==> config.mk <==
export PLATFORM = sky130hd
export DESIGN_NAME = fir_acc_mc
export DESIGN_NICKNAME = d
export VERILOG_FILES = /design/src/rtl/fir_acc_mc.sv
export SDC_FILE = /design/constraint.sdc
export NUM_CORES = 1
export LEC_CHECK = 0
export CORE_ASPECT_RATIO = 1.25
export CORE_UTILIZATION = 41
export DETAILED_ROUTE_END_ITERATION = 8
export SLEW_MARGIN = 20
export SYNTH_ARGS = -nofsm -noshare
export SYNTH_HDL_FRONTEND = slang
export SYNTH_SLANG_ARGS = --single-unit
==> constraint.sdc <==
create_clock -name clk_b -period 5.56 [get_ports clk_b]
set_input_delay 1.112 -clock clk_b [delete_from_list [all_inputs] [get_ports clk_b]]
set_output_delay 1.112 -clock clk_b [all_outputs]
set_load 0.02 [all_outputs]
==> src/rtl/fir_acc_mc.sv <==
// Multi-channel saturating FIR tap accumulator with automatic dump after TAPS
// addends, scaled/saturated output narrowing and a valid/ready result register.
module fir_acc_mc #(
  parameter int IN_W  = 21,
  parameter int ACC_W = 24,
  parameter int OUT_W = 21,
  parameter int N_CH  = 2,
  parameter int TAPS  = 16,
  parameter int SHIFT = 0,
  localparam int CHW  = (N_CH > 1) ? $clog2(N_CH) : 1
) (
  input  logic                    clk_b,
  input  logic                    rst_n,
  input  logic                    acc_en,
  input  logic                    acc_clr,
  input  logic [CHW-1:0]          acc_ch,
  input  logic signed [IN_W-1:0]  suma_wynik,
  input  logic                    wynik_ready,
  output logic signed [OUT_W-1:0] FIR_probka_wynik,
  output logic [CHW-1:0]          wynik_ch,
  output logic                    wynik_valid,
  output logic                    wynik_sat,
  output logic [N_CH-1:0]         ovf,
  output logic                    lost
);
  localparam int CNTW = (TAPS > 1) ? $clog2(TAPS) : 1;
  localparam logic [CNTW-1:0] LAST = CNTW'(TAPS - 1);
  localparam logic signed [ACC_W-1:0] ACC_MAX = {1'b0, {(ACC_W-1){1'b1}}};
  localparam logic signed [ACC_W-1:0] ACC_MIN = {1'b1, {(ACC_W-1){1'b0}}};
  localparam logic signed [OUT_W-1:0] OUT_MAX = {1'b0, {(OUT_W-1){1'b1}}};
  localparam logic signed [OUT_W-1:0] OUT_MIN = {1'b1, {(OUT_W-1){1'b0}}};

  logic signed [ACC_W-1:0] acc [N_CH];
  logic [CNTW-1:0]         cnt [N_CH];

  logic [N_CH-1:0]         hit;
  logic signed [ACC_W-1:0] acc_sel;
  logic [CNTW-1:0]         cnt_sel;
  logic signed [ACC_W:0]   sum_wide;
  logic signed [ACC_W-1:0] sum_clip;
  logic signed [ACC_W-1:0] sum_shr;
  logic [ACC_W-OUT_W:0]    upper;
  logic                    acc_ovf;
  logic                    out_clip;
  logic signed [OUT_W-1:0] out_val;
  logic                    is_last;
  logic                    do_add;
  logic                    dump;
  logic                    load;
  logic                    xfer;

  // Decoded select; channel codes >= N_CH match nothing and are thereby ignored.
  always_comb begin
    hit     = '0;
    acc_sel = '0;
    cnt_sel = '0;
    for (int unsigned c = 0; c < N_CH; c++) begin
      hit[c] = (acc_ch == CHW'(c));
      if (hit[c]) begin
        acc_sel = acc[c];
        cnt_sel = cnt[c];
      end
    end
  end

  always_comb begin
    sum_wide = {acc_sel[ACC_W-1], acc_sel} + (ACC_W+1)'(suma_wynik);
    acc_ovf  = sum_wide[ACC_W] ^ sum_wide[ACC_W-1];
    if (acc_ovf) sum_clip = sum_wide[ACC_W] ? ACC_MIN : ACC_MAX;
    else         sum_clip = sum_wide[ACC_W-1:0];
    sum_shr  = sum_clip >>> SHIFT;
    // Fits in OUT_W only when all bits above the output sign bit match it.
    upper    = sum_shr[ACC_W-1:OUT_W-1];
    out_clip = ~((&upper) | ~(|upper));
    if (out_clip) out_val = sum_shr[ACC_W-1] ? OUT_MIN : OUT_MAX;
    else          out_val = sum_shr[OUT_W-1:0];
    is_last  = (cnt_sel == LAST);
    do_add   = acc_en & ~acc_clr & (|hit);
    dump     = do_add & is_last;
    xfer     = wynik_valid & wynik_ready;
    load     = dump & (~wynik_valid | wynik_ready);
  end

  always_ff @(posedge clk_b) begin
    if (!rst_n) begin
      for (int unsigned c = 0; c < N_CH; c++) begin
        acc[c] <= '0;
        cnt[c] <= '0;
      end
      ovf              <= '0;
      lost             <= 1'b0;
      wynik_valid      <= 1'b0;
      wynik_sat        <= 1'b0;
      wynik_ch         <= '0;
      FIR_probka_wynik <= '0;
    end else begin
      for (int unsigned c = 0; c < N_CH; c++) begin
        if (hit[c] && acc_clr) begin
          acc[c] <= '0;
          cnt[c] <= '0;
          ovf[c] <= 1'b0;
        end else if (hit[c] && acc_en) begin
          if (acc_ovf) ovf[c] <= 1'b1;
          if (is_last) begin
            acc[c] <= '0;
            cnt[c] <= '0;
          end else begin
            acc[c] <= sum_clip;
            cnt[c] <= cnt_sel + CNTW'(1);
          end
        end
      end

      if (load) begin
        FIR_probka_wynik <= out_val;
        wynik_ch         <= acc_ch;
        wynik_sat        <= out_clip;
        wynik_valid      <= 1'b1;
      end else if (xfer) begin
        wynik_valid      <= 1'b0;
      end

      if (dump && !load) lost <= 1'b1;
    end
  end
endmodule

==> results of run 1 <==
-- cells by family after synthesis --
family,share of synthesized area
AOI/OAI and AO/OA,0.182
xor gates and xnor gates,0.0380
adders and majority gates,0.0691
buffers and inverters,0.0436
DFF,0.435
muxes,0.0639
and+or+nand+nor,0.168
-- path summary, 6_finish.rpt --
kind	from	to	cells after the start
worst max-delay path	acc_ch	acc[0][4]	13
worst min-delay path	FIR_probka_wynik[13]	FIR_probka_wynik[13]	2
worst max register to register	acc[0][12]	acc[0][4]	11
worst min register to register	FIR_probka_wynik[13]	FIR_probka_wynik[13]	2
-- through the flow --
step	setup slack (ps)	power, mW
5_1_grt	235	1.87
4_1_cts	565	1.80
6_report	558	1.78
2_1_floorplan	987	1.06
3_3_place_gp	323	1.18
3_5_place_dp	187	1.18
-- worst max-delay path, cell delays in order --
cell	delay [ps]
clkdlybuf4s50_1	510
buf_12	230
mux2_2	360
ha_1	420
nand4_1	260
nor3_1	250
nand3_1	140
a21boi_2	260
a211o_1	400
xnor2_4	210
nand2_1	400
a21oi_1	390
nor2_1	90
-- cells in the final DEF, fill, tap and decap left out, drive strengths merged, types with 7 or more instances in the layout --
cell / instances
a21oi: 52
clkbuf: 9
clkdlybuf4s50: 53
dfxtp: 27
edfxtp: 56
ha: 25
inv: 11
mux2: 26
nand2: 38
nand2b: 7
nand3: 7
nor2: 94
nor3: 9
o211ai: 7
o21ai: 38
xnor2: 8
xor2: 12
-- routing by layer --
metal | wire [µm] | part of all wire | vias up
met3 | 567 | 0.045 | 20
met2 | 6400 | 0.50 | 86
li1 | - | - | 1966
met1 | 5460 | 0.43 | 1892
met5 | 0 | 0 | -
met4 | 248 | 0.020 | 0
-- flip-flops by register name, summed over array words and instances, names as in the netlist --
signal	count
wynik_ch	1
FIR_probka_wynik	21
wynik_valid	1
lost	1
ovf	2
wynik_sat	1
acc	48
cnt	8
-- cells in the mapped netlist (all sizes together), types with 3 or more instances --
cell,number
a21o,4
nor2b,5
mux2,26
xnor2,8
nand3,7
a211oi,6
o21a,3
buf,20
nand4,4
nand2,38
clkbuf,6
nor3,9
nor2,94
o2111a,3
nand2b,7
a21oi,52
xor2,12
o211ai,7
ha,25
inv,9
nor4,3
a31oi,4
edfxtp,56
dfxtp,27
mux2i,3
a211o,3
o21ai,38
-- power by group through the flow --
stage / sequential [mW] / clock (mW) / combinational [mW]
after floorplan: 0.713 / 0 / 0.352
after global placement: 0.713 / 0 / 0.468
after detailed placement: 0.714 / 0 / 0.470
after CTS: 0.701 / 0.622 / 0.473
after global routing: 0.702 / 0.648 / 0.521
final: 0.700 / 0.609 / 0.470
-- cell type report --
cell class,instances,area share
timing repair buffer,59,0.0977
sequential,83,0.369
clock inverter,7,0.0127
inverter,9,0.00561
clock buffer,9,0.0374
tap,164,0.0341
multi-input combinational,397,0.443
==> results.yml, run 1 <==
setup_path:
  cp-start-kind: "input pin"
  crit_path_max_fanout: 36
  cp.required_ps: 5630
  rrSetupSlack_ps: 1780
  path_class: "input pin to flip-flop"
  arrival_ps: 5070
  cp-end-kind: "flip-flop"
logic_synthesis:
  syn_area_um2: 5110
  yosysWarnings: 0
  synth_area_leaders: "edfxtp_1 (33%), dfxtp_1 (11%), nor2_1 (6.7%)"
  syn_nets: 568
  ys_seq_area_frac: 0.435
  synthCells: 515
  synthFlopType: "edfxtp_1"
  synth_top_area_frac: 0.329
  synth-edff-count: 56
  yosysUniqueCellTypes: 71
  synth_area_per_cell_um2: 9.92
  ys_ff_latch: 83
  synth_top_area_cell: "edfxtp_1"
  ys_async_sr_fraction: 0
die:
  coreArea_um2: 12200
  fp.dieW_um: 102
  dieArea_um2: 12900
  rows: 45
  dieHeight_um: 127
  io_pins: 54
  start_util: 0.420
layout:
  num-nets-final: 612
  multiInputGateArea_um2: 2670
  final_cells: 728
  diodes: 0
  post-route-util: 0.495
  fillers: 1160
  syn2layout_area_growth_pct: 17.9
  drive_above_1_share: 0.156
  final_area_um2: 6020
  seq_area_um2: 2220
cts:
  clk_pin_slew_worst_paths_ps: 70
  cts_max_path_buffers: 2
  post_cts_buffers: 0
  hold_buffers: 0
  clkLatencyLatePin_ps: 350
  cts_resized: 0
  cts_made_buffers: 9
  cts_tree: "yes"
  cts-root-buf: "clkbuf_16"
  clock_sinks: 83
  cts.htree.levels: 3
detailed_routing:
  postRouteWirelength_um: 12700
  via_per_inst: 5.45
  drt_iter0_drc: 165
  firstDrtPassIters: 4
  drc: 0
  via_count: 3964
  antenna_left: 0
  wire_per_inst_um: 17.4
grt:
  grt_pass1_wl_um: 20500
  grt_max_degree: 37
  antenna_found_initial: 0
  grt.overflow.total: 0
  top_usage_layer: "met2"
  grt_use_met2: 0.368
  grt_usage: 0.211
  grt_pass1_vias: 4043
  grtUsageMet1: 0.255
  met3_usage: 0.0408
pwr:
  internal_power_mw: 1.21
  pwr-share-seq: 0.394
  p_switching_mw: 0.565
  pwr-share-clk: 0.342
  swShare: 0.318
  leakagePower_nw: 2.35
  ir_worst_vdd_mv: 0.136
  power_density_nw_per_um2: 296
  p_comb_frac: 0.264
place:
  dp_cells: 712
  portBuffers: 53
  hpwlAfterDp_um: 9040
  place_area_um2: 5720
  routabilityCongestion: 0.908
timing:
  clock_skew_ps: 9.61
  finalCriticalPeriod_ps: 5000
  fin_crit_sh: 0.900
  worst_pin_slew_ps: 987
  fin_setup_tns_ps: 0
  clock.fmax_mhz: 200
  report.final.slew_viol_count: 0
  hold_violations: 0
  setup_viol: 0
  rsz0062_at_grt: "false"
  relSlewSlack: 0.341
  holdWs_ps: 471
status:
  outcome: "finished, final reports clean"
min_path:
  hp-class: "flip-flop to flip-flop"
job:
  cap_violations: 0
No activity file was read; power rests on OpenSTA's default activity.
==> inputs of run 2 (changes only) <==
Settings changed: CORE_UTILIZATION 41 to 55, PLACE_DENSITY from default to 0.78.
==> results.yml, run 2 (synthesis gave the netlist of run 1 again) <==
pwr:
  ir_worst_vdd_mv: 0.171
  power_density_nw_per_um2: 269
  leakagePower_nw: 2.30
die:
  start_util: 0.578
  io_pins: 54
  dieHeight_um: 110
  coreArea_um2: 8840
  fp.dieW_um: 88.2
  dieArea_um2: 9680
  rows: 38
setup_path:
  path_class: "input pin to flip-flop"
  path_buf_inv: 2
  cp-end-kind: "flip-flop"
  worst_r2r_path_depth: 11
  crit_chain: "clkdlybuf4s50_1, buf_12, mux2_2, ha_1, nand4_1, nor3_1, nand3_1, a21boi_2, a211o_1, xnor2_4, nand2_1, a21oi_1, nor2_1"
  arrival_ps: 5130
  cpMaxStageDelayCell: "clkdlybuf4s50_1"
  cp.required_ps: 5660
  crit_path_max_fanout: 36
  path_delay_family: "simple AND/OR/NAND/NOR gates"
  cp-start-kind: "input pin"
  critical_path_depth: 13
  slowest_delay_ps: 500
detailed_routing:
  drc: 0
  postRouteWirelength_um: 12200
  via_per_inst: 6.00
  wire_per_inst_um: 17.7
  drt_iter0_drc: 244
  via_count: 4110
  firstDrtPassIters: 7
  antenna_left: 0
cts:
  cts_max_path_buffers: 2
  clk_pin_slew_worst_paths_ps: 80
  clkLatencyLatePin_ps: 370
  cts_made_buffers: 9
  hold_buffers: 0
  clock_sinks: 83
  cts_resized: 0
  cts.htree.levels: 3
  post_cts_buffers: 0
  cts_tree: "yes"
  cts-root-buf: "clkbuf_8"
timing:
  clock_skew_ps: 7.21
  setup_viol: 0
  finalCriticalPeriod_ps: 5040
  worst_pin_slew_ps: 1050
  layout_setup_ws_ps: 521
  fin_setup_tns_ps: 0
  report.final.slew_viol_count: 0
  hold_violations: 0
  relSlewSlack: 0.295
  rsz0062_at_grt: "false"
  clock.fmax_mhz: 198
  fin_crit_sh: 0.906
  holdWs_ps: 471
grt:
  antenna_found_initial: 0
  grtUsageMet1: 0.323
  grt_max_degree: 37
  met3_usage: 0.0571
  top_usage_layer: "met2"
  grt_pass1_vias: 4047
  grt.overflow.total: 0
  grt_usage: 0.271
  grt_pass1_wl_um: 19600
  grt_use_met2: 0.469
layout:
  reg.largest.list: "acc: 48 flops, FIR_probka_wynik: 21 flops, cnt: 8 flops"
  mostFrequentLayoutCell: "nor2_1"
  largest-register: "acc"
  syn2layout_area_growth_pct: 14.6
  drive_above_1_share: 0.156
  num-nets-final: 613
  final_cells: 685
  largest_register_ffs: 48
  fillers: 760
  diodes: 0
  mostFrequentLayoutCells: "nor2_1 (91), edfxtp_1 (56), clkdlybuf4s50_1 (53)"
min_path:
  hold_path_depth: 2
  hp-class: "flip-flop to flip-flop"
place:
  routabilityCongestion: 0.936
  pre_cts_ws_ps: 203
  dp_cells: 669
  hpwlAfterDp_um: 8470
  portBuffers: 53
status:
  outcome: "finished, final reports clean"
job:
  cap_violations: 0
## run 2: cell types whose count changed in the layout (fill, tap and decap cells not counted)
cell | before | now
buf_4 | 5 | 6
bufinv_16 | 1 | 0
clkbuf_1 | 0 | 1
clkbuf_16 | 9 | 0
clkbuf_8 | 0 | 11
clkinv_4 | 1 | 0
clkinvlp_4 | 1 | 2
inv_6 | 1 | 0
inv_8 | 1 | 0
## run 2: worst paths after layout
kind	from	end	slack, ps
worst max-delay path	acc_ch	acc[0][11]	520
worst min-delay path	FIR_probka_wynik[16]	FIR_probka_wynik[16]	470
worst max register to register	acc[0][11]	acc[0][11]	1730
worst min register to register	FIR_probka_wynik[16]	FIR_probka_wynik[16]	470
## run 2: final cells by class
type                    count  area (µm²)  share of cell area
clock buffers              12         155              0.0265
clock inverters             4        25.0             0.00428
flip-flops and latches     83        2220               0.380
well taps                 120         150              0.0257
repair buffers             60         596               0.102
inverters                   9        33.8             0.00577
multi-input cells         397        2670               0.456
## run 2: power breakdown
group / switching (mW) / leakage [nW] / internal (mW) / total (mW)
clock network: 0.222 / 0.0884 / 0.185 / 0.408
logic: 0.296 / 1.38 / 0.172 / 0.468
registers: 0.00804 / 0.828 / 0.691 / 0.699
## run 2: stage by stage
| step | utilization | cell area, µm² | total power, mW |
|---|---|---|---|
| floorplan | - | 5110 | 1.06 |
| global placement | 0.641 | 5670 | 1.17 |
| detailed placement | 0.641 | 5670 | 1.17 |
| CTS | 0.662 | 5850 | 1.58 |
| global route | 0.662 | 5850 | 1.66 |
| finish | 0.662 | 5850 | 1.57 |
## run 2: worst register-to-register path, stage by stage, from the launching register on
cell and delay, ps:
edfxtp_1 380, mux2_2 270, ha_1 420, nand4_1 260
nor3_1 240, nand3_1 140, a21boi_2 260, a211o_1 410
xnor2_4 210, nand2_1 450, a21oi_1 440, nor2_1 80
## run 2: metal layers
metal  share of wire  vias up
met5               0        -
met4           0.029        0
met3           0.051       29
met2            0.51      130
met1            0.41     1988
li1                -     1963
==> inputs of run 3 (changes only) <==
Settings changed: CTS_CLUSTER_DIAMETER from default to 120.
==> results of run 3 <==
Same layout as run 2: the final DEF is identical, and so are final timing and power.
